--- src/rtl/ext_mem_pkg.sv ---
// Shared constants and helpers for the dual-channel external memory responder.
package ext_mem_pkg;

  localparam int unsigned N_CH       = 2;
  localparam int unsigned ADDR_W_DEF = 7;
  localparam int unsigned BYTE_W_DEF = 8;
  // Widest mask a 4-bit size field can describe.
  localparam int unsigned MASK_W     = 16;

  // Low 'size' bits set; size 0 gives an empty mask.
  function automatic logic [MASK_W-1:0] size_to_mask(input logic [3:0] size);
    logic [MASK_W-1:0] m;
    m = '0;
    for (int i = 0; i < MASK_W; i++) begin
      m[i] = (4'(i) < size);
    end
    return m;
  endfunction

  // True when base <= addr < base + size.
  function automatic logic in_window(input logic [31:0] addr, input logic [31:0] base,
                                     input logic [31:0] size);
    return (addr >= base) && (addr < base + size);
  endfunction

endpackage

--- src/rtl/ext_mem_chan_ctrl.sv ---
// Per-channel access timing: latency counter, completion pulse and read-data pipeline.
module ext_mem_chan_ctrl
  import ext_mem_pkg::*;
#(
  parameter int unsigned BYTE_W   = BYTE_W_DEF,
  parameter int          RD_DELAY = 2,
  parameter int          WR_DELAY = 1
) (
  input  logic              clock,
  input  logic              reset,
  input  logic              oe,
  input  logic              we,
  input  logic              hit,
  input  logic [BYTE_W-1:0] fetch,
  output logic [BYTE_W-1:0] rdata,
  output logic              rdy
);

  localparam int STAGES = RD_DELAY - 1;

  logic signed [31:0] cnt_q, cnt_d;
  logic [BYTE_W-1:0]  sr_q [STAGES];

  // Next latency count: reads take priority over writes, anything else restarts.
  always_comb begin
    cnt_d = '0;
    if (oe && hit) begin
      cnt_d = (cnt_q < RD_DELAY - 1) ? cnt_q + 1 : '0;
    end else if (we && hit) begin
      cnt_d = (cnt_q < WR_DELAY - 1) ? cnt_q + 1 : '0;
    end
  end

  // Latency counter register.
  always_ff @(posedge clock) begin
    if (reset) begin
      cnt_q <= '0;
    end else begin
      cnt_q <= cnt_d;
    end
  end

  // Read pipeline: fetched byte enters the top stage and walks down to stage 0.
  always_ff @(posedge clock) begin
    if (reset) begin
      for (int i = 0; i < STAGES; i++) begin
        sr_q[i] <= '0;
      end
    end else begin
      sr_q[STAGES-1] <= fetch;
      for (int i = 0; i < STAGES - 1; i++) begin
        sr_q[i] <= sr_q[i+1];
      end
    end
  end

  // Completion pulse and read data output.
  always_comb begin
    rdy   = hit && ((cnt_q == RD_DELAY - 1) || (we && (cnt_q == WR_DELAY - 1)));
    rdata = sr_q[0];
  end

endmodule

--- config.mk ---
export PLATFORM = sky130hd
export DESIGN_NAME = ext_mem_chan_ctrl
export DESIGN_NICKNAME = d
export VERILOG_FILES = /design/src/rtl/ext_mem_pkg.sv /design/src/rtl/ext_mem_chan_ctrl.sv
export SDC_FILE = /design/constraint.sdc
export NUM_CORES = 1
export LEC_CHECK = 0
export CORE_UTILIZATION = 55
export CTS_CLUSTER_DIAMETER = 50
export DETAILED_ROUTE_END_ITERATION = 8
export HOLD_SLACK_MARGIN = 0.02
export PLACE_DENSITY = 0.87
export SLEW_MARGIN = 20
export SYNTH_ARGS = -nofsm -noshare
export SYNTH_HDL_FRONTEND = slang
export SYNTH_SLANG_ARGS = --single-unit
--- constraint.sdc ---
create_clock -name clock -period 4 [get_ports clock]
set_clock_uncertainty 0.15 [all_clocks]
set_input_delay 0.8 -clock clock [delete_from_list [all_inputs] [get_ports clock]]
set_output_delay 0.8 -clock clock [all_outputs]
set_load 0.1 [all_outputs]
==> results of run 1 <==
-- cell type report --
| cell class | count | area (um2) |
|---|---|---|
| clock buffers | 8 | 58.8 |
| fillers | 302 | 1150 |
| inverters | 8 | 30.0 |
| multi-input cells | 154 | 1040 |
| flip-flops and latches | 40 | 801 |
| well taps | 46 | 57.6 |
| repair buffers | 23 | 223 |
-- registers in the layout, indices dropped and copies added (netlist names) --
| register | flops |
|---|---|
| cnt_q | 32 |
| sr_q | 8 |
-- cells in the mapped netlist (2+ instances only) --
library cell / instances / area share, %
a21oi_1: 15 / 3.9
a22oi_1: 15 / 5.8
and3_1: 3 / 0.97
and4_1: 6 / 2.7
buf_2: 4 / 1.0
clkbuf_1: 6 / 1.2
clkbuf_2: 2 / 0.52
dfxtp_1: 40 / 41
ha_1: 4 / 2.6
inv_1: 8 / 1.6
nand2_1: 12 / 2.3
nand3_1: 12 / 3.1
nand4_1: 6 / 1.9
nor2_1: 2 / 0.39
nor2b_1: 8 / 2.6
nor3_1: 3 / 0.78
nor4_1: 11 / 3.6
o21ai_0: 7 / 1.8
o31ai_1: 9 / 3.5
or3_1: 8 / 2.6
or4_1: 10 / 3.9
xnor2_1: 8 / 3.6
xor2_1: 5 / 2.3
-- power by group through the flow --
| stage | sequential [mW] | combinational (mW) | clock, mW |
|---|---|---|---|
| floorplan | 0.445 | 0.0150 | 0 |
| global placement | 0.414 | 0.0713 | 0 |
| detailed placement | 0.414 | 0.0721 | 0 |
| CTS | 0.405 | 0.0722 | 0.222 |
| global route | 0.406 | 0.0746 | 0.238 |
| finish | 0.405 | 0.0718 | 0.218 |
-- worst max-delay path, stage by stage --
cell	delay, ns
clkdlybuf4s50_1	0.53
a21oi_1	0.08
and4b_1	0.24
buf_4	0.29
-- per-stage QoR --
step                cells  setup slack [ns]  util [%]  area [um2]
CTS                   279              1.11      65.7        2210
global route          279              1.07      65.7        2210
finish                279              1.11      65.7        2210
global placement      271              1.07      64.0        2150
detailed placement    271              1.03      64.0        2150
floorplan             216              1.32         -        1940
-- logic make-up (layout without fill, tap and decap cells) --
kind of cell	after synthesis	count (layout)	share of synthesized area (%)
flops	40	40	41.4
xor+xnor	13	13	5.88
compound gates	51	51	17.1
fa+ha+maj	4	4	2.59
buf+inv	22	39	5.24
simple gates	86	86	27.9
-- final timing paths --
| check | start | endpoint | slack, ns | depth (start not counted) |
|---|---|---|---|---|
| max | we | rdy | 1.11 | 4 |
| max reg2reg | cnt_q[2] | cnt_q[31] | 1.35 | 7 |
| min | cnt_q[30] | cnt_q[30] | 0.36 | 2 |
| min reg2reg | cnt_q[30] | cnt_q[30] | 0.36 | 2 |
-- routing by layer --
layer  vias up  routed length, um  global-route usage, %
met1       785               1890                   28.8
li1        853                  -                      -
met5         -                  0                      0
met4         0                 59                   11.7
met2        22               1830                   36.8
met3         8                134                   5.67
==> reports/metrics.csv, run 1 <==
stage,metric,value,unit
power,combinational power share,10.3,%
placement,HPWL Detailed,2690,um
final_layout,most frequent cells in the layout,"40 x dfxtp_1, 20 x clkdlybuf4s50_1, 15 x a21oi_1, 15 x a22oi_1",
route,Iter 0 DRT Violations,106,
power,Pint,0.512,mW
power,sequential power share,58.3,%
power,clock share of power,31.4,%
grt,grt ovf,0,
route,DRT Wirelength,3920,um
floorplanning,Core Region,3360,um2
grt,vias in the first global route,1376,
timing,Final min period,2.89,ns
timing,final setup vio count,0,
timing,Final Max Slew Viols,0,
clocking,Clock transition at path regs,0.12,ns
clocking,Worst-Skew Late Latency,0.36,ns
final_layout,n_diodes,0,
floorplanning,initial core utilization,57.6,%
synthesis,synth warn,0,
critical_path,CP arrival,1.94,ns
timing,part of the cycle the worst path needs,72.2,%
synthesis,Synth async-reset ratio,0,%
critical_path,CP Capture Type,output port,
clocking,clk buf depth,2,
route,number of routed nets with antenna violations,0,
timing,FMAX,0.346,GHz
route,via density per instance,5.98,
floorplanning,die height,61.3,um
clocking,Sinks on Clock Net,40,
route,DR WL/cell,14.0,um
route,DR pass1 iterations,4,
floorplanning,die area,3760,um2
final_layout,"commonest non-fill, non-tap cell in the layout",dfxtp_1,
grt,largest net degree at the start of global routing,23,
final_layout,Layout area overhead,14.2,%
floorplanning,I/O pins,22,
timing,worst hold slack,0.360,ns
timing,Max-Slew Margin vs Limit,34.1,%
placement,GP Congestion,0.782,
run_status,outcome,completed,
synthesis,Syn Std Cell Area,1940,um2
synthesis,syn_area_per_cell,8.96,um2
timing,worst-margin pin slew,0.986,ns
route,Vias,1668,
critical_path,crit path max fanout,3,
power,pwr dens,315,nW/um2
synthesis,"Seq/Total Area, Yosys",41.4,%
clocking,CTS tree,done,
power,Sw Pwr,0.182,mW
flow_run,Max-cap violations,0,
floorplanning,Die Wd,61.3,um
power,leakage,0.671,nW
clocking,H-Tree Depth,2,
hold_path,Hold Path Class,reg -> reg,
final_layout,nets,249,
floorplanning,Placement Rows,21,
timing,unrepaired setup endpoints after global routing,no,
synthesis,Post-Syn Nets,233,
critical_path,worst setup path class,in -> out,
clocking,CTS resizes,0,
grt,initial antenna violation count,0,
placement,I/O Buffers,21,
critical_path,crit path launch type,input pin,
clocking,Post-CTS Setup Inserts,0,
clocking,Root Driver,clkbuf_4,
synthesis,count of cell types in the netlist,35,
route,DR DRC count,0,
power,Peak VDD IR,278,uV
clocking,# hold bufs at CTS,0,
power,total power,0.695,mW
power,Sw Share,26.3,%
critical_path,CP required,3.05,ns
timing,"Hold Vio Cnt, Final",0,
synthesis,"EDFF count, synth",0,
synthesis,Synth Flop Type,dfxtp_1,
timing,setup TNS,0,ns
synthesis,Yosys reg bits,40,
grt,GRT Total Usage,23.0,%
final_layout,share of cells above drive strength 1,5.58,%
clocking,cts bufs inserted,5,
synthesis,Post-Syn Instances,216,
grt,first-pass GRT wire length,6200,um
(Power assumes the default switching activity.)
==> run 2, diff against run 1 <==
clock period = 3 ns   (was 4 ns; I/O delays follow)
==> run 2 against run 1 <==
Design area up 0.62%; sequential cell count unchanged; combinational power up 36%; worst setup slack worse by 0.78 ns; non-clock buffer count up 2; via count increased by 0.72%; die area did not move; sequential share of layout area is 0.22 points lower; critical path depth is 3 higher; power grew 35%; largest cell class unchanged.
==> reports/metrics.csv, run 2 (synthesis results as in run 1) <==
stage,metric,value,unit
run_status,outcome,completed,
timing,Final Max Slew Viols,0,
route,Iter 0 DRT Violations,111,
timing,Final min period,2.67,ns
final_layout,Biggest register,cnt_q,
final_layout,number of flip-flops in the largest register,32,
critical_path,Worst path max stage delay,0.59,ns
placement,area of placed instances,2160,um2
final_layout,design area,2220,um2
timing,fin worst setup slack,0.327,ns
clocking,H-Tree Depth,2,
critical_path,worst setup path class,reg -> reg,
floorplanning,die height,61.3,um
timing,unrepaired setup endpoints after global routing,no,
clocking,Sinks on Clock Net,40,
critical_path,worst path cell trace,"and4_1, nand4_2, or4_1, ha_1, o21ai_0, nand2_1, a31oi_1",
power,pwr dens,421,nW/um2
critical_path,CP Capture Type,flip-flop,
floorplanning,die area,3760,um2
timing,setup TNS,0,ns
critical_path,crit path max fanout,13,
final_layout,filler cell count in the final layout,289,
clocking,Worst-Skew Late Latency,0.34,ns
final_layout,final core occ,66.1,%
route,DRT Wirelength,3930,um
floorplanning,Die Wd,61.3,um
hold_path,hold path depth,2,
placement,"worst slack, placed",0.387,ns
grt,vias in the first global route,1454,
timing,worst-margin pin slew,0.653,ns
critical_path,CP required,3.13,ns
floorplanning,initial core utilization,57.6,%
route,DR pass1 iterations,4,
grt,GRT Total Usage,23.4,%
clocking,Root Driver,clkbuf_4,
clocking,CTS tree,done,
timing,worst hold slack,0.364,ns
clocking,Clock transition at path regs,0.11,ns
clocking,Post-CTS Setup Inserts,0,
hold_path,Hold Path Class,reg -> reg,
final_layout,nets,251,
timing,part of the cycle the worst path needs,89.1,%
power,Peak VDD IR,301,uV
clocking,CTS resizes,0,
final_layout,Layout area overhead,14.9,%
final_layout,share of cells above drive strength 1,10.3,%
critical_path,Slowest cell on crit path,or4_1,
route,DR DRC count,0,
final_layout,Top Registers,"cnt_q: 32 flops, sr_q: 8 flops",
timing,final setup vio count,0,
route,DR WL/cell,14.1,um
critical_path,crit path launch type,flip-flop,
final_layout,Post-Layout Cell Count,280,
clocking,clk buf depth,2,
critical_path,Crit path depth,7,
grt,grt ovf,0,
critical_path,FF-to-FF path depth,7,
critical_path,CP arrival,2.80,ns
critical_path,Buf/Inv on CP,0,
final_layout,most frequent cells in the layout,"40 x dfxtp_1, 15 x a21oi_1, 15 x a22oi_1",
flow_run,Max-cap violations,0,
final_layout,"commonest non-fill, non-tap cell in the layout",dfxtp_1,
placement,GP Congestion,0.832,
critical_path,Top delay family on crit path,simple AND/OR/NAND/NOR gates,
floorplanning,I/O pins,22,
placement,HPWL Detailed,2770,um
route,number of routed nets with antenna violations,0,
timing,"Hold Vio Cnt, Final",0,
grt,first-pass GRT wire length,6440,um
floorplanning,Placement Rows,21,
route,Vias,1680,
power,total power,0.935,mW
final_layout,Reg area,801,um2
timing,Max-Slew Margin vs Limit,56.5,%
floorplanning,Core Region,3360,um2
final_layout,Multi-input gate area,1040,um2
final_layout,n_diodes,0,
grt,initial antenna violation count,0,
placement,I/O Buffers,21,
clocking,cts bufs inserted,5,
timing,FMAX,0.374,GHz
power,leakage,0.700,nW
clocking,# hold bufs at CTS,0,
placement,cell total after placement,273,
grt,largest net degree at the start of global routing,19,
route,via density per instance,6.00,
run 2: worst paths after layout:
check | start | slack, ns | to
setup / recovery | cnt_q[10] | 0.33 | cnt_q[31]
hold / removal | cnt_q[24] | 0.36 | cnt_q[24]
setup reg to reg | cnt_q[10] | 0.33 | cnt_q[31]
hold reg to reg | cnt_q[24] | 0.36 | cnt_q[24]
run 2: tightest hold or removal path: stages (launching register included):
cell     delay (ns)
dfxtp_1        0.35
o31ai_1        0.07
a22oi_1        0.05
run 2: per-layer routing:
| layer | GRT usage [%] | part of all wire, % |
|---|---|---|
| met5 | 0 | 0 |
| met4 | 8.77 | 1.6 |
| met3 | 6.93 | 3.8 |
| met2 | 37.0 | 48 |
| met1 | 30.3 | 47 |
run 2: where the power goes:
| group | switching, mW | internal, mW | total, mW |
|---|---|---|---|
| clock | 0.165 | 0.133 | 0.297 |
| sequential | 0.00272 | 0.537 | 0.540 |
| combinational | 0.0661 | 0.0315 | 0.0976 |
| total | 0.233 | 0.702 | 0.935 |
run 2: final cells by class:
| cell class | count | area share (%) |
|---|---|---|
| clock buffers | 7 | 2.93 |
| inverters | 8 | 1.35 |
| multi-input cells | 154 | 46.8 |
| flip-flops and latches | 40 | 36.0 |
| well taps | 46 | 2.59 |
| repair buffers | 25 | 10.4 |
==> run 3, diff against run 2 <==
CTS_CLUSTER_DIAMETER = 150   (was 50)
==> results of run 3 <==
Same layout as run 2: the final DEF is identical, and so are final timing and power.
